**config.mk**
```make
export PLATFORM = sky130hd
export DESIGN_NAME = axis_fifo_flat
export DESIGN_NICKNAME = d
export VERILOG_FILES = /design/src/rtl/axis_fifo_if.sv /design/src/rtl/axis_fifo.sv /design/src/flat_wrapper.sv
export SDC_FILE = /design/constraint.sdc
export NUM_CORES = 1
export LEC_CHECK = 0
export ABC_AREA = 1
export CAP_MARGIN = 15
export CORE_MARGIN = 3
export CORE_UTILIZATION = 43
export CTS_BUF_LIST = sky130_fd_sc_hd__clkbuf_4 sky130_fd_sc_hd__clkbuf_8
export DETAILED_ROUTE_END_ITERATION = 10
export HOLD_SLACK_MARGIN = 0.05
export SYNTH_ARGS = -nofsm -noshare
export SYNTH_HDL_FRONTEND = slang
export SYNTH_SLANG_ARGS = --single-unit
```
**constraint.sdc**
```tcl
create_clock -name clk -period 2.5 [get_ports clk]
set_clock_uncertainty 0.05 [all_clocks]
set_input_delay 0.75 -clock clk [delete_from_list [all_inputs] [get_ports clk]]
set_output_delay 0.75 -clock clk [all_outputs]
set_load 0.01 [all_outputs]
```
**src/rtl/axis_fifo_if.sv**
```systemverilog
// Valid/ready stream bundle shared by both FIFO ports.
// master drives data and valid; slave drives ready.
interface axis_fifo_if #(
   parameter int DATA_WIDTH = 8
);
   logic [DATA_WIDTH-1:0] tdata;
   logic                  tvalid;
   logic                  tready;

   modport master (output tdata, output tvalid, input tready);
   modport slave  (input tdata, input tvalid, output tready);
endinterface

```
**src/rtl/axis_fifo.sv**
```systemverilog
// Single-clock stream FIFO, 2**ADDR_WIDTH entries, registered read data (word appears after the handshake edge).
// Backpressure: write_tready = !full, read_tvalid = !empty; no fall-through.
module axis_fifo #(
   parameter int DATA_WIDTH = 8,
   parameter int ADDR_WIDTH = 5
) (
   input  logic         clk,
   input  logic         resetn,
   axis_fifo_if.slave   write_s,
   axis_fifo_if.master  read_m,
   output logic         full,
   output logic         empty
);
   localparam int DEPTH = 1 << ADDR_WIDTH;

   logic [ADDR_WIDTH:0]   wr_ptr_q, wr_ptr_d;
   logic [ADDR_WIDTH:0]   rd_ptr_q, rd_ptr_d;
   logic [DATA_WIDTH-1:0] rdata_q,  rdata_d;
   logic [DATA_WIDTH-1:0] mem_q [DEPTH];
   logic                  wr_en, rd_en;

   // Extra pointer MSB separates a full lap from an empty FIFO.
   assign empty = (rd_ptr_q == wr_ptr_q);
   assign full  = (rd_ptr_q[ADDR_WIDTH-1:0] == wr_ptr_q[ADDR_WIDTH-1:0]) &&
                  (rd_ptr_q[ADDR_WIDTH] != wr_ptr_q[ADDR_WIDTH]);

   assign write_s.tready = !full;
   assign read_m.tvalid  = !empty;
   assign read_m.tdata   = rdata_q;

   assign wr_en = write_s.tvalid && !full;
   assign rd_en = read_m.tready && !empty;

   always_comb begin
      wr_ptr_d = wr_ptr_q;
      rd_ptr_d = rd_ptr_q;
      rdata_d  = rdata_q;
      if (wr_en) begin
         wr_ptr_d = wr_ptr_q + 1'b1;
      end
      if (rd_en) begin
         rd_ptr_d = rd_ptr_q + 1'b1;
         rdata_d  = mem_q[rd_ptr_q[ADDR_WIDTH-1:0]];
      end
   end

   always_ff @(posedge clk or negedge resetn) begin
      if (!resetn) begin
         wr_ptr_q <= '0;
         rd_ptr_q <= '0;
         rdata_q  <= '0;
      end else begin
         wr_ptr_q <= wr_ptr_d;
         rd_ptr_q <= rd_ptr_d;
         rdata_q  <= rdata_d;
      end
   end

   // Storage is deliberately left unreset; only the pointers define validity.
   always_ff @(posedge clk) begin
      if (wr_en) begin
         mem_q[wr_ptr_q[ADDR_WIDTH-1:0]] <= write_s.tdata;
      end
   end
endmodule

```
**src/flat_wrapper.sv**
```systemverilog
// flat-port wrapper written by rule: the top's interface ports become plain ports
module axis_fifo_flat 
#(
   parameter int DATA_WIDTH = 8,
   parameter int ADDR_WIDTH = 5
)
  (clk, resetn, full, empty, write_s_tdata, write_s_tvalid, write_s_tready, read_m_tdata, read_m_tvalid, read_m_tready);
  axis_fifo_if #(.DATA_WIDTH(DATA_WIDTH)) write_s_i ();
  axis_fifo_if #(.DATA_WIDTH(DATA_WIDTH)) read_m_i ();
  input  logic clk;
  input  logic resetn;
  output logic full;
  output logic empty;
  input wire logic [$bits(write_s_i.tdata)-1:0] write_s_tdata;
  input wire logic [$bits(write_s_i.tvalid)-1:0] write_s_tvalid;
  output wire logic [$bits(write_s_i.tready)-1:0] write_s_tready;
  output wire logic [$bits(read_m_i.tdata)-1:0] read_m_tdata;
  output wire logic [$bits(read_m_i.tvalid)-1:0] read_m_tvalid;
  input wire logic [$bits(read_m_i.tready)-1:0] read_m_tready;
  assign write_s_i.tdata = write_s_tdata;
  assign write_s_i.tvalid = write_s_tvalid;
  assign write_s_tready = write_s_i.tready;
  assign read_m_tdata = read_m_i.tdata;
  assign read_m_tvalid = read_m_i.tvalid;
  assign read_m_i.tready = read_m_tready;
  axis_fifo #(.DATA_WIDTH(DATA_WIDTH), .ADDR_WIDTH(ADDR_WIDTH)) u_core (.clk(clk), .resetn(resetn), .write_s(write_s_i), .read_m(read_m_i), .full(full), .empty(empty));
endmodule
```
## After elaboration in Yosys (flattened, before gate mapping)

Memory sizes are Yosys's and may differ from the RTL's. A register that Yosys moved wholly into a read port is not among the register bits.
Cells that the tools add are included.

- $add $sub $neg: 2
- Equal/unequal tests: 3
- Muxes and demuxes: 2
- Reduce and logical (&&, ||, !) cells: 6

Operators with widths:

| operator | count |
|---|---|
| 6-bit by 1-bit adder with 6-bit output (second input constant) | 2 |
| 6-bit equality test | 1 |
| 5-bit equality test | 1 |
| 1-bit logical AND | 3 |
| 1-bit zero test | 3 |
| 1-bit two-way mux | 2 |
| 1-bit inequality test | 1 |

- Register bits: 12
- RAM bits: 256
- Bits of input ports: 12
- Output and inout port bits: 12
- Word-level logic and storage cells: 16
- Memories: 1

Memories:

| memory | depth | width | read ports | clocked after memory_dff | wr ports | line | RTL |
|---|---|---|---|---|---|---|---|
| u_core.mem_q | 32 | 8 | 1 | 1 | 1 | axis_fifo.sv:19 | `logic [DATA_WIDTH-1:0] mem_q [DEPTH];` |

## Longest topological paths before layout

- Word-level depth: 6
- Gate-level depth with buffers: 11
- Mapped depth without buffers: 10

## Least setup slack after synthesis

OpenSTA, ideal clock, no wires.

- Path type: reg2reg
- Start: register u_core.wr_ptr_q[2]
- End: memory u_core.mem_q[16][0] (enable)
- Library setup time: 0.370 ns
- Arrival: 1.612 ns
- Data required time: 2.080 ns
- Setup slack: 0.467 ns
- Stages on the path, launching flop included: 11
- Buffers on the path: 3
- Clock period less this slack: 2.033 ns
- Cell sequence: dfrtp_1 -> buf_2 -> xor2_1 -> nor2_1 -> nand2_1 -> nor2_2 -> nand2_4 -> nand2_1 -> buf_6 -> buf_6 -> nor2_1

- Word-level cells in the longest chain between the ends: 6

RTL lines:

| element | line | RTL |
|---|---|---|
| from (decl) | axis_fifo.sv:16 | `logic [ADDR_WIDTH:0] wr_ptr_q, wr_ptr_d;` |
| from (signal assigned) | axis_fifo.sv:53 | `wr_ptr_q <= wr_ptr_d;` |
| 5-bit equality test | axis_fifo.sv:24 | `assign full = (rd_ptr_q[ADDR_WIDTH-1:0] == wr_ptr_q[ADDR_WIDTH-1:0]) &&` |
| 1-bit logical AND | axis_fifo.sv:24 |  |
| 1-bit zero test | - |  |
| via write_s_tready | flat_wrapper.sv:16 | `output wire logic [$bits(write_s_i.tready)-1:0] write_s_tready;` |
| 1-bit logical AND | axis_fifo.sv:31 | `assign wr_en = write_s.tvalid && !full;` |
| 1-bit two-way mux | axis_fifo.sv:61 | `if (wr_en) begin` |
| 1-bit two-way mux (implied by the code) | axis_fifo.sv:62 | `mem_q[wr_ptr_q[ADDR_WIDTH-1:0]] <= write_s.tdata;` |
| to (decl) | axis_fifo.sv:19 |  |

The timed path passes the listed nets, and every way through them passes these cells.

## Final worst setup path

- Start: register u_core.rd_ptr_q[0]
- End: output write_s_tready

- Word-level cells in the longest chain between the ends: 3

RTL lines:

| element | line | RTL |
|---|---|---|
| from (decl) | axis_fifo.sv:17 | `logic [ADDR_WIDTH:0] rd_ptr_q, rd_ptr_d;` |
| from (signal assigned) | axis_fifo.sv:54 | `rd_ptr_q <= rd_ptr_d;` |
| 5-bit equality test | axis_fifo.sv:24 |  |
| 1-bit logical AND | axis_fifo.sv:24 |  |
| 1-bit zero test | axis_fifo.sv:27 | `assign write_s.tready = !full;` |
| to (decl) | flat_wrapper.sv:16 |  |

No other way between the ends.

==> results.yml <==
status:
  status: "finished, violations left"
  violations: "negative setup slack"
timing:
  max_freq_mhz: 388
  timing.final.crit_period_ns: 2.58
  setup_violations: 3
  rsz0062_at_grt: "yes"
  fin_crit_sh_pct: 103
  slew_headroom_pct: 27.7
  slew_viol_final: 0
  setup_ws_ns: -0.0793
  hold_viol: 0
  tightest_slew_ns: 1.08
min_path:
  hold_class: "reg -> reg"
synth:
  synth_top_area_share_pct: 64.0
  synth_top_area_cell: "edfxtp_1"
  syn_inst: 1179
  synth_cell_types: 25
  ys_seq_elements: 276
  synth_ff_type: "edfxtp_1"
  synthesis.area_um2: 12000
  synth_enable_flop_cells: 256
  syn-num-nets: 1196
  seq_area_frac_synth_pct: 68.2
  synth.avg_cell_area_um2: 10.2
  synthTopCellsByArea: "edfxtp_1 64%, nand2_1 13%, nand3_1 6.8%"
  synthArstFlopShare_pct: 7.25
  ys_warn_count: 0
cells_and_area:
  final_cell_area_um2: 13800
  antennaDiodeCount: 0
  area_delta_synth_final_pct: 15.2
  final_util_pct: 50.9
  fin_nets: 1274
  nFillCells: 2506
  drive_gt1_share_pct: 12.6
critical_path:
  critPathTopFamily: "flip-flops"
  max_stage_delay_ns: 0.50
  critPathLaunchType: "register"
  cp.required_ns: 1.70
  critPathBufInv: 3
  critPathSlowestCell: "dfrtp_4"
  endpoint_kind: "output pin"
  crit_type: "reg -> out"
  cp_common_cell: "nand2_4"
  crit_chain: "clkinv_4 > nand2_2 > a21oi_2 > buf_4 > nand2_4 > nor2_4 > nand2_4 > buf_2"
  worstPathMaxFanout: 4
  crit_arrival_ns: 1.78
cts:
  insertion_delay_ns: 0.53
  cts_hold_buf: 0
  cts_root_buf: "clkbuf_8"
  cts_tree: "done"
  htreeDepth: 2
  cts_inserted_buffers: 45
  cts_sinks: 276
  clock_path_buffers: 3
  path_clk_slew_ns: 0.06
placed_design:
  placed_cell_area_um2: 12900
  place_congestion: 0.789
  dp_hpwl_mm: 16.4
  portBuffers: 23
detailed_routing:
  avgRoutedWirePerCell_um: 17.3
  detail_route.iter0.violations: 664
  antenna_left: 0
  vias: 8107
  drc_errors: 0
  drt_wl_total_mm: 28.7
  vias_per_cell: 4.88
  drt_first_pass_iters: 5
power:
  clock_power_share_pct: 25.9
  comb_power_share_pct: 35.3
  swShare_pct: 37.1
  p_int_mw: 9.07
  power_leakage_nw: 5.71
  net-switching-power_mw: 5.34
  peakVddDrop_mv: 1.34
  p_per_area_nw_per_um2: 1040
  power_frac_seq_pct: 38.8
die:
  die_h_um: 173
  io_pins: 24
  initial_core_util_pct: 44.2
  dieArea_um2: 30000
  core-area_um2: 27200
  die_w_um: 173
  num_rows: 60
global_routing:
  grt_start_max_net_pins: 124
  grt_first_pass_wirelength_mm: 44.6
  grt_overflow_total: 0
  grt_pass1_vias: 7859
  grt_usage_pct: 19.0
  antenna_found_initial: 0
job:
  maxCapViolations: 0
## worst register-to-register path, stage by stage (launching register included)
cell and delay [ns]:
dfrtp_4 0.44, buf_4 0.77, nand2_1 0.22, nand3_1 0.12, a21oi_1 0.09, nor2_1 0.20
nand2_1 0.13, nand3_1 0.10, nand2_1 0.06
## flip-flops by register name, indices dropped and copies added (netlist names)
signal,cells
u_core.mem_q,256
u_core.read_m.tdata,8
u_core.rd_ptr_q,6
u_core.wr_ptr_q,6
## metal layers
metal,track usage [%],wire (um),vias up
met5,0,0,-
met4,5.30,556,0
met3,2.99,1590,39
met2,30.3,13300,214
met1,27.2,13200,3840
li1,-,-,4014
## cells in the mapped netlist (5+ instances only)
cell type / n
a21oi_1: 16
o21ai_0: 11
ha_1: 5
edfxtp_1: 256
clkbuf_1: 17
xor2_1: 9
buf_2: 31
nor2_1: 90
inv_1: 112
dfrtp_1: 20
nand3_1: 163
buf_1: 8
nand2_1: 420
## path summary, 6_finish.rpt
kind	cells after the start	to	slack [ns]	start
setup / recovery	8	write_s_tready	-0.08	u_core.rd_ptr_q[0]
hold / removal	2	u_core.read_m.tdata[0]	0.45	u_core.read_m.tdata[0]
setup reg to reg	8	u_core.read_m.tdata[0]	0.20	u_core.rd_ptr_q[0]
hold reg to reg	2	u_core.read_m.tdata[0]	0.45	u_core.read_m.tdata[0]
max in group asynchronous	2	u_core.rd_ptr_q[0]	1.59	resetn
min in group asynchronous	2	u_core.rd_ptr_q[5]	0.52	resetn
## stage by stage
step                      power (mW)  cells  hold WS (ns)  setup WS [ns]  setup TNS [ns]
after floorplan                 8.91   1179         0.404          0.467               0
after global placement          10.6   1577         0.444         0.0848               0
after detailed placement        10.7   1577         0.433         0.0785               0
after CTS                       14.5   1660         0.448         -0.106          -0.213
after global routing            15.3   1661         0.486         -0.177          -0.528
final                           14.4   1661         0.445        -0.0793          -0.169
## layout make-up
| type | count | area, um^2 | area share, % |
|---|---|---|---|
| Clock inverter | 8 | 35.0 | 0.253 |
| Clock buffer | 71 | 821 | 5.93 |
| Multi-Input combinational cell | 724 | 3110 | 22.5 |
| Tap cell | 372 | 465 | 3.36 |
| Sequential cell | 276 | 8190 | 59.2 |
| Timing Repair Buffer | 92 | 766 | 5.53 |
| Inverter | 118 | 448 | 3.24 |
## cell families after synthesis
kind of cell               synth area share, %
AOI/OAI and AO/OA                         1.20
and+or+nand+nor                           23.2
buffers and inverters                     6.20
adders and majority gates                0.521
xor gates and xnor gates                 0.729
DFF                                       68.2
## power groups by stage
stage / clock network, mW / logic [mW] / registers [mW]
6_report: 3.74 / 5.09 / 5.58
2_1_floorplan: 0 / 3.24 / 5.66
5_1_grt: 4.03 / 5.67 / 5.61
3_5_place_dp: 0 / 5.00 / 5.67
3_3_place_gp: 0 / 4.96 / 5.66
4_1_cts: 3.84 / 5.11 / 5.58
## cell usage in the layout (no fill, tap or decap)
cell             count
nand2_1            418
edfxtp_1           256
nand3_1            162
inv_1              111
nor2_1              89
buf_4               67
clkbuf_8            46
clkbuf_4            25
clkdlybuf4s50_1     19
dfrtp_1             18
a21oi_1             16
o21ai_0             11
clkinv_1             9
xor2_1               8
ha_1                 5
inv_2                3
nor3_1               3
nand2_2              2
nand2_4              2
buf_2                2
buf_6                2
buf_12               2
nor2_2               1
xor2_2               1
clkinv_4             1
a21oi_2              1
nand3_2              1
nor2_4               1
or2_2                1
nor4_2               1
xnor2_1              1
clkinv_2             1
clkinvlp_4           1
dfrtp_4              1
dfrtp_2              1
## what timing repair did
item                                    in CTS  in global routing
gates resized for setup                     26                  1
setup buffers                                4                  1
endpoints found under the setup margin       4                  4
pin swaps                                    3                  3
No activity file was read; power rests on OpenSTA's default activity.
